--- src/rtl/btn_conditioner_if.sv ---
// Button conditioner bus: raw pad levels in, debounced level and strobes out.
// The master side owns the raw pads (board / testbench). The slave side is
// the conditioner itself.
interface btn_conditioner_if #(
    parameter int N = 9
);
    logic [N-1:0] btn_raw;
    logic [N-1:0] btn_level;
    logic [N-1:0] btn_press;
    logic [N-1:0] btn_release;

    modport master (
        output btn_raw,
        input  btn_level,
        input  btn_press,
        input  btn_release
    );

    modport slave (
        input  btn_raw,
        output btn_level,
        output btn_press,
        output btn_release
    );
endinterface

--- src/rtl/btn_conditioner.sv ---
// Button/switch input conditioner for the micro-debug controller.
// Each channel is synchronised through two flops, then debounced with a
// counter. The debounce stage produces registered one-cycle press and
// release strobes. Channels selected by REPEAT_MASK also emit auto-repeat
// press strobes while held, so that holding a button can drive single-stepping.
// Channel map: [0] PCen, [1] extCtl, [2] micRst, [8:3] ctrl buttons.

// Invariant checker for the conditioner outputs (simulation only).
module btn_conditioner_chk #(
    parameter int N = 9
) (
    input logic         clk,
    input logic         rst,
    input logic [N-1:0] level,
    input logic [N-1:0] press,
    input logic [N-1:0] rel
);
    // A channel never strobes press and release together.
    a_press_rel_excl: assert property (@(posedge clk) disable iff (!rst)
        (press & rel) == {N{1'b0}});

    // A press strobe is only ever seen with the level high.
    a_press_level: assert property (@(posedge clk) disable iff (!rst)
        (press & ~level) == {N{1'b0}});

    // A release strobe is only ever seen with the level low.
    a_rel_level: assert property (@(posedge clk) disable iff (!rst)
        (rel & level) == {N{1'b0}});
endmodule

module btn_conditioner #(
    parameter int           N            = 9,
    parameter int           DEBOUNCE_CYC = 1_000_000,
    parameter int           REPEAT_DELAY = 50_000_000,
    parameter int           REPEAT_RATE  = 10_000_000,
    parameter logic [N-1:0] REPEAT_MASK  = 9'b0_0000_0001
) (
    input logic              clk,
    input logic              rst,
    btn_conditioner_if.slave bus
);
    // Debounce counter only has to hold 0..DEBOUNCE_CYC-1.
    localparam int DW = $clog2(DEBOUNCE_CYC + 1);
    // Repeat counter only has to hold 0..max(delay,rate)-1.
    localparam int RMAX = (REPEAT_DELAY > REPEAT_RATE) ? REPEAT_DELAY : REPEAT_RATE;
    localparam int RW   = $clog2(RMAX + 1);

    localparam logic [DW-1:0] DB_TERM = DW'(DEBOUNCE_CYC - 1);
    localparam logic [RW-1:0] RD_TERM = RW'(REPEAT_DELAY - 1);
    localparam logic [RW-1:0] RR_TERM = RW'(REPEAT_RATE - 1);

    logic [N-1:0] level_vec_s;
    logic [N-1:0] press_vec_s;
    logic [N-1:0] release_vec_s;

    for (genvar i = 0; i < N; i++) begin : g_ch
        logic          sync1_r;
        logic          sync2_r;
        logic [DW-1:0] cnt_r;
        logic [DW-1:0] cnt_nxt_s;
        logic          level_r;
        logic          level_nxt_s;
        logic          press_r;
        logic          release_r;
        logic          rise_s;
        logic          fall_s;
        logic          rep_hit_s;

        // Two-flop synchroniser: the only reader of the asynchronous pad.
        always_ff @(posedge clk or negedge rst) begin
            if (!rst) begin
                sync1_r <= 1'b0;
                sync2_r <= 1'b0;
            end else begin
                sync1_r <= bus.btn_raw[i];
                sync2_r <= sync1_r;
            end
        end

        // Debounce next state: the level follows sync only after it has
        // disagreed with the level for DEBOUNCE_CYC consecutive cycles.
        always_comb begin
            cnt_nxt_s   = {DW{1'b0}};
            level_nxt_s = level_r;
            if (sync2_r == level_r) begin
                cnt_nxt_s = {DW{1'b0}};
            end else if (cnt_r == DB_TERM) begin
                level_nxt_s = sync2_r;
                cnt_nxt_s   = {DW{1'b0}};
            end else begin
                cnt_nxt_s = cnt_r + DW'(1);
            end
        end

        assign rise_s = level_nxt_s & ~level_r;
        assign fall_s = ~level_nxt_s & level_r;

        // Registered debounced level plus one-cycle edge/repeat strobes.
        always_ff @(posedge clk or negedge rst) begin
            if (!rst) begin
                cnt_r     <= {DW{1'b0}};
                level_r   <= 1'b0;
                press_r   <= 1'b0;
                release_r <= 1'b0;
            end else begin
                cnt_r     <= cnt_nxt_s;
                level_r   <= level_nxt_s;
                press_r   <= rise_s | rep_hit_s;
                release_r <= fall_s;
            end
        end

        if (REPEAT_MASK[i]) begin : g_rep
            logic [RW-1:0] rcnt_r;
            logic [RW-1:0] rcnt_nxt_s;
            logic [RW-1:0] term_s;
            logic          first_r;
            logic          first_nxt_s;
            logic          hit_s;

            // Repeat next state. The first repeat waits REPEAT_DELAY and
            // later ones wait REPEAT_RATE. On the fall edge no repeat is
            // issued, so press and release never coincide.
            always_comb begin
                hit_s       = 1'b0;
                rcnt_nxt_s  = {RW{1'b0}};
                first_nxt_s = first_r;
                term_s      = first_r ? RD_TERM : RR_TERM;
                if (rise_s) begin
                    first_nxt_s = 1'b1;
                end else if (level_r && level_nxt_s) begin
                    if (rcnt_r == term_s) begin
                        hit_s       = 1'b1;
                        first_nxt_s = 1'b0;
                    end else begin
                        rcnt_nxt_s = rcnt_r + RW'(1);
                    end
                end else begin
                    rcnt_nxt_s = {RW{1'b0}};
                end
            end

            // Repeat counter and first-repeat flag.
            always_ff @(posedge clk or negedge rst) begin
                if (!rst) begin
                    rcnt_r  <= {RW{1'b0}};
                    first_r <= 1'b0;
                end else begin
                    rcnt_r  <= rcnt_nxt_s;
                    first_r <= first_nxt_s;
                end
            end

            assign rep_hit_s = hit_s;
        end else begin : g_norep
            assign rep_hit_s = 1'b0;
        end

        assign level_vec_s[i]   = level_r;
        assign press_vec_s[i]   = press_r;
        assign release_vec_s[i] = release_r;
    end

    assign bus.btn_level   = level_vec_s;
    assign bus.btn_press   = press_vec_s;
    assign bus.btn_release = release_vec_s;

    btn_conditioner_chk #(
        .N (N)
    ) u_chk (
        .clk   (clk),
        .rst   (rst),
        .level (level_vec_s),
        .press (press_vec_s),
        .rel   (release_vec_s)
    );
endmodule

--- src/flat_wrapper.sv ---
// flat-port wrapper written by rule: the top's interface ports become plain ports
module btn_conditioner_flat 
#(
    parameter int           N            = 9,
    parameter int           DEBOUNCE_CYC = 1_000_000,
    parameter int           REPEAT_DELAY = 50_000_000,
    parameter int           REPEAT_RATE  = 10_000_000,
    parameter logic [N-1:0] REPEAT_MASK  = 9'b0_0000_0001
)
  (clk, rst, bus_btn_raw, bus_btn_level, bus_btn_press, bus_btn_release);
  btn_conditioner_if #(.N(N)) bus_i ();
  input logic clk;
  input logic rst;
  input wire logic [$bits(bus_i.btn_raw)-1:0] bus_btn_raw;
  output wire logic [$bits(bus_i.btn_level)-1:0] bus_btn_level;
  output wire logic [$bits(bus_i.btn_press)-1:0] bus_btn_press;
  output wire logic [$bits(bus_i.btn_release)-1:0] bus_btn_release;
  assign bus_i.btn_raw = bus_btn_raw;
  assign bus_btn_level = bus_i.btn_level;
  assign bus_btn_press = bus_i.btn_press;
  assign bus_btn_release = bus_i.btn_release;
  btn_conditioner #(.N(N), .DEBOUNCE_CYC(DEBOUNCE_CYC), .REPEAT_DELAY(REPEAT_DELAY), .REPEAT_RATE(REPEAT_RATE), .REPEAT_MASK(REPEAT_MASK)) u_core (.clk(clk), .rst(rst), .bus(bus_i));
endmodule
--- config.mk ---
export PLATFORM = sky130hd
export DESIGN_NAME = btn_conditioner_flat
export DESIGN_NICKNAME = d
export VERILOG_FILES = /design/src/rtl/btn_conditioner_if.sv /design/src/rtl/btn_conditioner.sv /design/src/flat_wrapper.sv
export SDC_FILE = /design/constraint.sdc
export NUM_CORES = 1
export LEC_CHECK = 0
export CAP_MARGIN = 40
export CORE_UTILIZATION = 60
export CTS_BUF_LIST = sky130_fd_sc_hd__clkbuf_8 sky130_fd_sc_hd__clkbuf_16
export DETAILED_ROUTE_END_ITERATION = 8
export PLACE_DENSITY = 0.84
export SYNTH_ARGS = -nofsm -noshare
export SYNTH_HDL_FRONTEND = slang
export SYNTH_HIERARCHICAL = 1
export SYNTH_SLANG_ARGS = --single-unit
--- constraint.sdc ---
create_clock -name clk -period 4.85 [get_ports clk]
set_input_delay 1.2125 -clock clk [delete_from_list [all_inputs] [get_ports clk]]
set_output_delay 1.2125 -clock clk [all_outputs]
set_load 0.01 [all_outputs]
==> results.yml <==
hold_path:
  hp-class: "flop to flop"
  min-delay-start: "u_core/g_ch[2].sync1_r"
setup_path:
  crit_family: "buffers and inverters"
  critPathLaunch: "u_core/g_ch[0].level_r"
  critPathMaxStageDelay_ps: 580
  crit_path_end_kind: "primary output"
  slowest_stage: "clkdlybuf4s50_1"
  worstSetupPathType: "flop to primary output"
  required_ps: 3640
  startpoint_type: "flop"
  reg2reg_from: "u_core/g_ch[0].cnt_r[0]"
  path_cells: "clkdlybuf4s50_1"
  critical_path.max_fanout: 5
  cp.arrival_ps: 1570
  critPathBufInv: 1
finish:
  regArea_mm2: 0.00631
  drive_gt1_frac: 0.0820
  layout.nets: 1233
  syn2layout_area_growth_pct: 11.2
  mostFrequentLayoutCells: "dfrtp_1, nor2_1, xnor2_1"
  multi_input_area_mm2: 0.00549
  n_fill_cell: 1401
  final_cell_area_mm2: 0.0136
  final_common_cell: "dfrtp_1"
  n_antenna_cell: 0
synthesis:
  syn_area_mm2: 0.0123
  synth_ff_type: "dfrtp_1"
  synth_top_area_share: 0.515
  synth_warnings: 6
  synthDistinctLibCells: 54
  avgSynthCellArea_um2: 10.2
  yosys-top-cells-area: "dfrtp_1, xnor2_1, nor2_1"
  syn_nets: 1218
  synthCells: 1197
  ys_seq_area_frac: 0.515
  synth_edf_count: 0
  ys_ff_latch: 252
  yosys.area.top_type: "dfrtp_1"
  async_flop_share: 1.00
sta:
  period_minus_slack_ps: 2780
  hold_viol: 0
  worst_pin_slew_ps: 926
  relSlewSlack: 0.383
  whs_ps: 346
  finalSetupViolations: 0
  skew_ps: 8.92
  rsz0062_at_grt: "no"
  post-route-period-util: 0.573
  max_freq_mhz: 360
  final-max-slew-violation-count: 0
  finalSetupTns_ps: 0
job:
  cap_violations: 0
cts:
  clk_pin_slew_ps: 60
  htreeDepth: 1
  tritoncts: "yes"
  ctsResizeCount: 0
  clk-insertion-delay-late_ps: 520
  postCtsSetupBuffers: 0
  cts_made_buffers: 26
  max-clock-path-buffers: 3
  cts-root-buf: "clkbuf_16"
  cts_sinks: 252
  ctsHoldBuffers: 0
grt:
  grt_pass1_wl_um: 40700
  grt.total_usage: 0.227
  grt_pass1_vias: 8757
  grt_overflow_total: 0
  antenna_found_initial: 0
  grt_max_degree: 125
route:
  drc: 0
  wl_met2_um: 11100
  routed_wl_um: 23100
  drt-met1-wl_um: 10800
  drt_iter0_drc: 580
  ant_nets: 0
  routed.top_layer: "met4"
  via_per_inst: 5.96
  routedWlPerCell_um: 15.5
  dr.pass1.iters: 5
  wl_met3_um: 746
  vias: 8926
power_and_ir_drop:
  powerDensity_mw_per_mm2: 319
  power.leakage_nw: 5.33
  finalPower_w: 0.00434
  ir_worst_vdd_mv: 0.243
floorplan:
  die_x_um: 145
  num_rows: 51
  die_area_mm2: 0.0210
  start_util: 0.621
  dieHeight_um: 145
  io-pin-count: 38
  core_mm2: 0.0197
placement:
  place_area_mm2: 0.0127
  portBuffers: 37
  hpwl_um: 15100
  gp_congestion: 0.834
run_status:
  status: "complete, no violations"
[routing by layer]
| metal | global-route usage | vias to the layer above |
|---|---|---|
| met4 | 0.0601 | 0 |
| met1 | 0.321 | 4408 |
| met5 | 0 | - |
| li1 | - | 4312 |
| met3 | 0.0283 | 42 |
| met2 | 0.372 | 164 |
[final cells by class]
| cell class | count | area share |
|---|---|---|
| timing repair buffer | 45 | 0.0352 |
| inverter | 29 | 0.00799 |
| clock buffer | 33 | 0.0556 |
| sequential | 252 | 0.463 |
| multi-input combinational | 858 | 0.403 |
| tap | 265 | 0.0243 |
| clock inverter | 15 | 0.0114 |
[kinds of logic after synthesis]
kind of cell,count (synthesis),share of synthesized area
and+or+nand+nor,560,0.256
DFF,252,0.515
AOI/OAI and AO/OA,153,0.0818
xor gates and xnor gates,127,0.0908
buffers and inverters,87,0.0374
adders and majority gates,10,0.0102
muxes,8,0.00888
[metrics by stage]
| step | setup WS [ps] | utilization | cells |
|---|---|---|---|
| 4_1_cts | 2040 | 0.691 | 1497 |
| 5_1_grt | 2010 | 0.691 | 1497 |
| 6_report | 2070 | 0.691 | 1497 |
| 3_3_place_gp | 2230 | 0.642 | 1445 |
| 3_5_place_dp | 2460 | 0.645 | 1449 |
| 2_1_floorplan | 2690 | - | 1197 |
[sequential cells by signal, summed over array words and instances (netlist names)]
signal	count
u_core/g_ch.cnt_r	180
u_core/g_ch.sync2_r	9
u_core/g_ch.g_rep.first_r	1
u_core/g_ch.g_rep.rcnt_r	26
u_core/g_ch.release_r	9
u_core/g_ch.sync1_r	9
u_core/g_ch.level_r	9
u_core/g_ch.press_r	9
[final timing paths]
kind	end	slack, ps	depth (start not counted)
max reg2reg	u_core/g_ch[0].g_rep.rcnt_r[2]	2410	6
max in group asynchronous	u_core/g_ch[1].cnt_r[5]	3190	2
min reg2reg	u_core/g_ch[2].sync2_r	350	0
min in group asynchronous	u_core/g_ch[5].cnt_r[8]	760	1
max	bus_btn_level[0]	2070	1
min	u_core/g_ch[2].sync2_r	350	0
[cell usage after synthesis, types with 21 or more instances]
cell / n
a21oi_1: 58
xnor2_1: 83
nand2_1: 73
or3_1: 46
o31ai_1: 31
nor3_1: 38
or4_1: 50
nand3_1: 71
o21ai_0: 37
nor2_1: 124
buf_4: 29
nor4_1: 25
dfrtp_1: 252
nand4_1: 26
xor2_1: 44
inv_1: 29
and3_1: 21
[where the power goes]
part / total, W / switching (W) / internal, W / leakage (nW)
combinational: 0.000118 / 0.0000819 / 0.0000362 / 1.42
sequential: 0.00216 / 0.0000280 / 0.00213 / 3.46
clock: 0.00207 / 0.000809 / 0.00126 / 0.461
Power figures use the tool's default switching activity.
